[src/rtl/i1_router_pkg.sv]
// Shared flit-type codes, per-VC state encoding and error codes for the
// router input-port VC write controller.
package i1_router_pkg;

    localparam logic [2:0] FLIT_HEAD = 3'b001;
    localparam logic [2:0] FLIT_BODY = 3'b010;
    localparam logic [2:0] FLIT_TAIL = 3'b110;

    typedef enum logic {
        VC_IDLE   = 1'b0,
        VC_ACTIVE = 1'b1
    } vc_state_e;

    // Per-VC update requested by the top-level decode for the addressed VC.
    typedef enum logic [1:0] {
        CMD_NOP   = 2'd0,
        CMD_OPEN  = 2'd1,
        CMD_INC   = 2'd2,
        CMD_CLOSE = 2'd3
    } vc_cmd_e;

    typedef enum logic [1:0] {
        ERR_NONE        = 2'd0,
        ERR_HEAD_ACTIVE = 2'd1,
        ERR_IDLE_VC     = 2'd2,
        ERR_BAD_FLIT    = 2'd3
    } err_code_e;

endpackage

[src/rtl/i1_router_vc_wrctrl_if.sv]
// Upstream flit handshake plus the per-VC FIFO write/full port.
// master = flit source / FIFO side, slave = the write controller.
interface i1_router_vc_wrctrl_if #(
    parameter int NUM_VC = 4,
    parameter int VC_W   = (NUM_VC > 1) ? $clog2(NUM_VC) : 1
);
    logic              input_req;
    logic [2:0]        head;
    logic [VC_W-1:0]   vc_sel;
    logic              input_bussy;
    logic [NUM_VC-1:0] FIFO_full;
    logic [NUM_VC-1:0] FIFO_wr;

    modport master (
        output input_req, head, vc_sel, FIFO_full,
        input  input_bussy, FIFO_wr
    );

    modport slave (
        input  input_req, head, vc_sel, FIFO_full,
        output input_bussy, FIFO_wr
    );
endinterface

[src/rtl/i1_router_vc_pktfsm.sv]
// One virtual channel's packet tracker: IDLE/ACTIVE state plus flit counter,
// advanced by the command the top-level decode issues for this VC.
module i1_router_vc_pktfsm
    import i1_router_pkg::*;
#(
    parameter int CNT_W = 5
) (
    input  logic             clk,
    input  logic             rst,
    input  vc_cmd_e          cmd,
    output logic             active,
    output logic [CNT_W-1:0] cnt
);

    vc_state_e        state, state_nxt;
    logic [CNT_W-1:0] cnt_nxt;

    // NOTE: non-blocking assignments so every register samples pre-edge values.
    always_ff @(posedge clk or posedge rst) begin
        if (rst) begin
            state <= VC_IDLE;
            cnt   <= '0;
        end else begin
            state <= state_nxt;
            cnt   <= cnt_nxt;
        end
    end

    // NOTE: defaults are assigned first so no path through the case infers a latch.
    always_comb begin
        state_nxt = state;
        cnt_nxt   = cnt;
        case (cmd)
            CMD_OPEN: begin
                state_nxt = VC_ACTIVE;
                cnt_nxt   = CNT_W'(1);
            end
            CMD_INC:   cnt_nxt = cnt + CNT_W'(1);
            CMD_CLOSE: begin
                state_nxt = VC_IDLE;
                cnt_nxt   = '0;
            end
            default: ;
        endcase
    end

    assign active = (state == VC_ACTIVE);

endmodule

[src/rtl/i1_router_vc_wrctrl.sv]
// Router input-port VC write controller: decodes the incoming flit, accepts it
// into the addressed VC FIFO or drops it, and records the first protocol error.
module i1_router_vc_wrctrl
    import i1_router_pkg::*;
#(
    parameter  int NUM_VC      = 4,
    parameter  int MAX_PKT_LEN = 16,
    localparam int VC_W        = (NUM_VC > 1) ? $clog2(NUM_VC) : 1,
    localparam int CNT_W       = $clog2(MAX_PKT_LEN + 1)
) (
    input  logic                clk,
    input  logic                rst,
    i1_router_vc_wrctrl_if.slave bus,
    input  logic                err_clr,
    output logic [NUM_VC-1:0]   vc_active,
    output logic                proto_err,
    output logic [1:0]          err_code
);

    localparam logic [CNT_W-1:0] LAST_BODY_CNT = CNT_W'(MAX_PKT_LEN - 1);

    logic [CNT_W-1:0] vc_cnt [NUM_VC];
    vc_cmd_e          vc_cmd [NUM_VC];

    logic             vc_ok, sel_active, sel_full;
    logic [CNT_W-1:0] sel_cnt;
    logic             is_head, is_body, is_tail;
    logic             flit_valid, overflow, accept, drop;
    err_code_e        drop_code;
    logic [NUM_VC-1:0] wr;

    for (genvar g = 0; g < NUM_VC; g++) begin : g_vc
        i1_router_vc_pktfsm #(.CNT_W(CNT_W)) u_pktfsm (
            .clk    (clk),
            .rst    (rst),
            .cmd    (vc_cmd[g]),
            .active (vc_active[g]),
            .cnt    (vc_cnt[g])
        );
    end

    // Select by match rather than indexing so out-of-range vc_sel reads nothing.
    always_comb begin
        vc_ok      = 1'b0;
        sel_active = 1'b0;
        sel_full   = 1'b0;
        sel_cnt    = '0;
        for (int i = 0; i < NUM_VC; i++) begin
            if (bus.vc_sel == VC_W'(i)) begin
                vc_ok      = 1'b1;
                sel_active = vc_active[i];
                sel_full   = bus.FIFO_full[i];
                sel_cnt    = vc_cnt[i];
            end
        end
    end

    assign is_head = (bus.head == FLIT_HEAD);
    assign is_body = (bus.head == FLIT_BODY);
    assign is_tail = (bus.head == FLIT_TAIL);

    always_comb begin
        drop_code = ERR_NONE;
        if (!vc_ok || !(is_head || is_body || is_tail))
            drop_code = ERR_BAD_FLIT;
        else if (is_head && sel_active)
            drop_code = ERR_HEAD_ACTIVE;
        else if (!is_head && !sel_active)
            drop_code = ERR_IDLE_VC;
        else if (is_body && sel_cnt == LAST_BODY_CNT)
            drop_code = ERR_BAD_FLIT;
    end

    // Reset masks the request so the port looks busy and writes nothing.
    assign flit_valid = bus.input_req && !rst;
    assign drop       = flit_valid && (drop_code != ERR_NONE);
    assign accept     = flit_valid && (drop_code == ERR_NONE) && !sel_full;
    assign overflow   = drop && vc_ok && is_body && sel_active
                        && (sel_cnt == LAST_BODY_CNT);

    always_comb begin
        wr = '0;
        for (int i = 0; i < NUM_VC; i++) begin
            vc_cmd[i] = CMD_NOP;
            if (bus.vc_sel == VC_W'(i)) begin
                wr[i] = accept;
                if (accept)
                    vc_cmd[i] = is_head ? CMD_OPEN : (is_body ? CMD_INC : CMD_CLOSE);
                else if (overflow)
                    vc_cmd[i] = CMD_CLOSE;
            end
        end
    end

    assign bus.FIFO_wr     = wr;
    assign bus.input_bussy = !(accept || drop);

    // A new drop outranks a same-cycle clear; the code only moves when free.
    always_ff @(posedge clk or posedge rst) begin
        if (rst) begin
            proto_err <= 1'b0;
            err_code  <= ERR_NONE;
        end else if (drop) begin
            proto_err <= 1'b1;
            if (!proto_err || err_clr)
                err_code <= drop_code;
        end else if (err_clr) begin
            proto_err <= 1'b0;
        end
    end

endmodule

[src/flat_wrapper.sv]
// flat-port wrapper written by rule: the top's interface ports become plain ports
module i1_router_vc_wrctrl_flat import i1_router_pkg::*;
#(
    parameter  int NUM_VC      = 4,
    parameter  int MAX_PKT_LEN = 16,
    localparam int VC_W        = (NUM_VC > 1) ? $clog2(NUM_VC) : 1,
    localparam int CNT_W       = $clog2(MAX_PKT_LEN + 1)
)
  (clk, rst, err_clr, vc_active, proto_err, err_code, bus_input_req, bus_head, bus_vc_sel, bus_FIFO_full, bus_input_bussy, bus_FIFO_wr);
  i1_router_vc_wrctrl_if #(.NUM_VC(NUM_VC)) bus_i ();
  input  logic clk;
  input  logic rst;
  input  logic err_clr;
  output logic [NUM_VC-1:0] vc_active;
  output logic proto_err;
  output logic [1:0] err_code;
  input wire logic [$bits(bus_i.input_req)-1:0] bus_input_req;
  input wire logic [$bits(bus_i.head)-1:0] bus_head;
  input wire logic [$bits(bus_i.vc_sel)-1:0] bus_vc_sel;
  input wire logic [$bits(bus_i.FIFO_full)-1:0] bus_FIFO_full;
  output wire logic [$bits(bus_i.input_bussy)-1:0] bus_input_bussy;
  output wire logic [$bits(bus_i.FIFO_wr)-1:0] bus_FIFO_wr;
  assign bus_i.input_req = bus_input_req;
  assign bus_i.head = bus_head;
  assign bus_i.vc_sel = bus_vc_sel;
  assign bus_i.FIFO_full = bus_FIFO_full;
  assign bus_input_bussy = bus_i.input_bussy;
  assign bus_FIFO_wr = bus_i.FIFO_wr;
  i1_router_vc_wrctrl #(.NUM_VC(NUM_VC), .MAX_PKT_LEN(MAX_PKT_LEN)) u_core (.clk(clk), .rst(rst), .bus(bus_i), .err_clr(err_clr), .vc_active(vc_active), .proto_err(proto_err), .err_code(err_code));
endmodule
[config.mk]
export PLATFORM = sky130hd
export DESIGN_NAME = i1_router_vc_wrctrl_flat
export DESIGN_NICKNAME = d
export VERILOG_FILES = /design/src/rtl/i1_router_pkg.sv /design/src/rtl/i1_router_vc_wrctrl_if.sv /design/src/rtl/i1_router_vc_pktfsm.sv /design/src/rtl/i1_router_vc_wrctrl.sv /design/src/flat_wrapper.sv
export SDC_FILE = /design/constraint.sdc
export NUM_CORES = 1
export LEC_CHECK = 0
export ABC_CLOCK_PERIOD_IN_PS = 10100
export CAP_MARGIN = 10
export CORE_MARGIN = 1
export CORE_UTILIZATION = 56
export CTS_CLUSTER_SIZE = 16
export DETAILED_ROUTE_END_ITERATION = 16
export PLACE_DENSITY = 0.86
export SETUP_SLACK_MARGIN = 0.4
export SYNTH_ARGS = -nofsm -noshare
export SYNTH_HDL_FRONTEND = slang
export SYNTH_SLANG_ARGS = --single-unit
[constraint.sdc]
create_clock -name clk -period 10.1 [get_ports clk]
set_input_delay 3.03 -clock clk [delete_from_list [all_inputs] [get_ports clk]]
set_output_delay 3.03 -clock clk [all_outputs]
set_load 0.01 [all_outputs]
* Word level (Yosys, flattened, before mapping)
Index checks and enable logic that the tools add are counted.
Widths: inputs -> output; s select.
** Cells by class
- Reduce and logical (&&, ||, !) cells :: 37
- Mux-type cells :: 42
- Add/subtract/negate cells :: 4
- Equal/unequal tests :: 19
** Operators by type and width (number)
- $pmux 5 s3 :: 4
- $mux 2 :: 11
- $add 5x1->5 const B :: 4
- $eq 2x2->1 const B :: 10
- $mux 5 :: 4
- $mux 1 :: 19
- $reduce_bool 2->1 :: 6
- $reduce_bool 3->1 :: 4
- $logic_and 1x1->1 :: 11
- $eq 2x1->1 const B :: 5
- $logic_not 1->1 :: 8
- $pmux 1 s2 :: 4
- $eq 5x4->1 const B :: 1
- $logic_or 1x1->1 :: 5
- $logic_not 2->1 :: 2
- $eq 3x1->1 const B :: 1
- $eq 3x2->1 const B :: 1
- $eq 3x3->1 const B :: 1
- $reduce_and 2->1 :: 1
** Storage, ports and cells
- Output and inout bits :: 12
- Word-level logic and storage cells :: 112
- Flip-flop bits (word level) :: 27
- Input bits :: 13

* Logic depth before layout (Yosys ltp)
- Depth in word-level cells :: 22
- Mapped depth :: 9
- Depth with buffers taken out :: 7

* Hierarchy
A second synthesis with hierarchy kept.
** Second synthesis, totals
- Cell total of the unflattened synthesis :: 175
- Area, all modules :: 1717.9 µm²
** Modules (own cells, without submodules)
- i1_router_vc_pktfsm :: cells each 27, seq. area each 150.1 µm², area an instance 311.5 µm², times used 4
- i1_router_vc_wrctrl :: cells each 67, seq. area each 75.1 µm², area an instance 471.7 µm², times used 1

* Worst setup path after synthesis
No wires, ideal clock.
- Path kind :: input -> output
- Start :: input bus_vc_sel[0]
- End :: output bus_FIFO_wr[2]
- Stages on the path :: 6
- Arrival time :: 4.497 ns
- Required time :: 7.070 ns
- Path slack :: 2.573 ns
- Path buffers :: 0
- Path through :: mux4_2 > nor2b_1 > nor2_1 > or3_4 > or2_1 > inv_1
** Between the ends
- Longest elaborated chain between the ends :: 15
- Elaborated cells between the ends (all ways) :: 36
- Classes of those cells :: eq/ne: 4; mux: 21; reduce/logical: 11
** RTL lines
- start: declaration :: line flat_wrapper.sv:19 : input wire logic [$bits(bus_i.vc_sel)-1:0] bus_vc_sel;
- $logic_not 2->1 :: line i1_router_vc_wrctrl.sv:49 : if (bus.vc_sel == VC_W'(i)) begin
- $mux 5 (4 in series) :: line i1_router_vc_wrctrl.sv:49
- $eq 5x4->1 :: line i1_router_vc_wrctrl.sv:70 : else if (is_body && sel_cnt == LAST_BODY_CNT)
- $logic_and 1x1->1 :: line i1_router_vc_wrctrl.sv:70
- $mux 2 :: line i1_router_vc_wrctrl.sv:70
- $mux 2 :: line i1_router_vc_wrctrl.sv:68 : else if (!is_head && !sel_active)
- $mux 2 :: line i1_router_vc_wrctrl.sv:66 : else if (is_head && sel_active)
- $mux 2 :: line i1_router_vc_wrctrl.sv:64 : if (!vc_ok || !(is_head || is_body || is_tail))
- $logic_not 2->1 :: line i1_router_vc_wrctrl.sv:77 : assign accept = flit_valid && (drop_code == ERR_NONE) && !sel_full;
- $logic_and 1x1->1 (2 in series) :: line i1_router_vc_wrctrl.sv:77
- $mux 1 * :: line i1_router_vc_wrctrl.sv:85 : if (bus.vc_sel == VC_W'(i)) begin
- end: declaration :: line flat_wrapper.sv:22 : output wire logic [$bits(bus_i.FIFO_wr)-1:0] bus_FIFO_wr;
Every way passes the cells marked *; elsewhere a longest branch is shown, timed or not.

* Worst setup path in the final report
Ends and elaborated chain as after synthesis.

==> metrics.yaml <==
num_rows: 20
cts.sinks: 27
grt_max_degree: 28
syn2layout_area_growth_pct: 14.0
max_freq_ghz: 0.111
core_area_sq_mm: 0.00305
synth_area_per_cell_sq_um: 9.00
netlist.area_leader.share_pct: 37.7
clk_pin_slew_worst_paths_ps: 150
synth_cell_type_count: 54
cts_setup_buffers: 0
ys_seq_elements: 27
synth-simple-area-share_pct: 27.5
timing.final.crit_share_pct: 89.3
drive_gt1_share_pct: 8.76
critPathLaunchType: "input port"
timing.max_cap.violations: 0
drt-initial-drc-count: 126
num_io_pins: 25
synthAdderAreaFrac_pct: 2.80
tritoncts: "done"
multi_input_area_sq_mm: 0.00100
worst_pin_slew_ps: 1030
reg2reg_depth: 7
drcViolationCount: 0
dp_slack_ps: 1080
syn-cell-area_sq_mm: 0.00179
finalMaxSlewViolations: 0
die_x_microns: 58.5
end_kind: "output port"
yosysSeqAreaShare_pct: 37.7
setup_violations: 0
worstPathArrival_ps: 5990
final_common_cell: "dfrtp_1"
async_flop_share_pct: 100
crit_fanout: 13
antenna_found_initial: 0
rsz0062_at_grt: "false"
synth_enable_flop_cells: 0
grtUsageTotal_pct: 27.0
first_pass_iters: 5
hold_viol_final: 0
layout.nets: 235
hold_ws_ps: 515
cts_resized: 0
min_to: "u_core.g_vc[2].u_pktfsm.cnt[2]"
muxShareOfSynthArea_pct: 4.33
crit-reg2reg-launch: "u_core.g_vc[0].u_pktfsm.active"
synth_fp_nets: 216
htree_levels: 1
place_congestion: 0.961
hpwl_microns: 3040
report.power.total_uw: 270
via_per_inst: 6.08
path_class: "in2out"
die_height_microns: 58.5
hold_class: "reg2reg"
synth-compound-area-share_pct: 21.5
status: "finished clean"
num-fill-cells: 279
avgRoutedWirePerCell_microns: 16.0
clk_latency_ps: 330
syn_inst: 199
hold_buffers: 0
fin_crit_ps: 9020
leakagePower_uw: 0.000836
ant_nets: 0
port_buffers: 24
synth_top_area_cell: "dfrtp_1"
synth_top_family_by_area: "simple AND/OR/NAND/NOR gates"
seq_area_sq_um: 676
placed_area_sq_mm: 0.00202
power_density_mw_per_mm2: 132
min_from: "u_core.g_vc[2].u_pktfsm.cnt[2]"
cts_buffers: 3
hold_depth: 1
final_cell_mix: "dfrtp_1 (27), clkdlybuf4s50_1 (24), o21ai_0 (20)"
synth_ff_type: "dfrtp_1"
clock_skew_ps: 5.73
grt_pass1_vias: 1494
start_util_pct: 58.6
yosys_warnings: 0
synth.area.top_cells: "dfrtp_1 (38%), o21ai_0 (5.6%), nand2_1 (3.6%)"
crit_required_ps: 7070
dieArea_sq_mm: 0.00343
r2r-end: "u_core.g_vc[2].u_pktfsm.cnt[0]"
timing.setup.tns_ps: 0
num_antenna_cells: 0
vias: 1588
vdd_ir_drop_max_mv: 0.0683
synthXorXnorAreaFrac_pct: 0
relSlewSlack_pct: 31.4
clockRootBuffer: "clkbuf_4"
stdcell_area_sq_mm: 0.00204
cts_buffer_depth: 2
reg2reg_slack_ps: 7510
final.setup.worst_slack_ps: 1080
grt.overflow.total: 0
wl_microns: 4190
grt_pass1_wl_microns: 7010
[cell usage after synthesis, types with 2 or more instances]
cell type,number
a21o_1,2
a21oi_1,10
a22o_1,2
a31oi_1,2
and2_1,5
buf_2,2
buf_4,5
buf_6,2
dfrtp_1,27
ha_1,4
inv_1,9
mux2_2,2
mux4_2,2
nand2_1,17
nand2b_1,8
nand3_1,12
nand4_1,4
nor2_1,10
nor2b_1,4
nor3_1,8
nor4_1,2
o211ai_1,3
o21ai_0,20
o21ai_1,3
o31ai_1,4
or2_1,2
[power by group]
| group | switching [uW] | internal [uW] | leakage (uW) | total, uW |
|---|---|---|---|---|
| clock network | 33.9 | 15.5 | 0.0000150 | 49.4 |
| registers | 15.0 | 124 | 0.000354 | 139 |
| logic | 40.9 | 40.0 | 0.000468 | 80.9 |
[metrics by stage]
stage,instances,util (%)
2_1_floorplan,199,-
3_5_place_dp,257,66.0
6_report,261,66.9
4_1_cts,261,66.9
3_3_place_gp,257,66.0
5_1_grt,261,66.9
[registers in the layout, indices dropped and copies added, names as in the netlist]
name / flops
u_core.proto_err: 1
u_core.err_code: 2
u_core.g_vc.u_pktfsm.cnt: 20
u_core.g_vc.u_pktfsm.active: 4
[routing by layer]
metal | share of wire (%) | vias to the layer above | global-route usage, %
li1 | - | 765 | -
met1 | 47 | 760 | 39.2
met2 | 46 | 59 | 42.5
met3 | 6.6 | 4 | 3.08
met4 | 0.84 | 0 | 8.50
met5 | 0 | - | 0
[area by class of cell]
cell class	instances	share of cell area [%]
clock buffer	4	1.29
multi-input combinational	152	49.1
tap	44	2.70
inverter	9	1.65
timing repair buffer	25	12.1
sequential	27	33.1
[worst max-delay path by stage]
stage	start	end	cells after the start
after floorplan	bus_vc_sel[0]	bus_FIFO_wr[2]	6
after global placement	bus_vc_sel[0]	bus_FIFO_wr[2]	8
after detailed placement	bus_vc_sel[0]	bus_FIFO_wr[2]	8
after CTS	bus_vc_sel[0]	bus_FIFO_wr[2]	8
after global routing	bus_vc_sel[0]	bus_FIFO_wr[2]	9
final	bus_vc_sel[0]	bus_FIFO_wr[2]	8
[logic make-up after synthesis]
kind of cell | count (synthesis)
AOI/OAI and AO/OA | 56
muxes | 5
adders and majority gates | 4
and+or+nand+nor | 87
DFF | 27
buffers and inverters | 20
[worst max-delay path, cell delays in order]
cell             delay [ps]
clkdlybuf4s50_1         800
mux4_2                  680
nor2b_1                 180
nor2_1                   80
or3_4                   380
or2_1                   260
inv_1                    60
clkdlybuf4s50_1         520
Note: power is estimated with default switching activity, not from simulation.
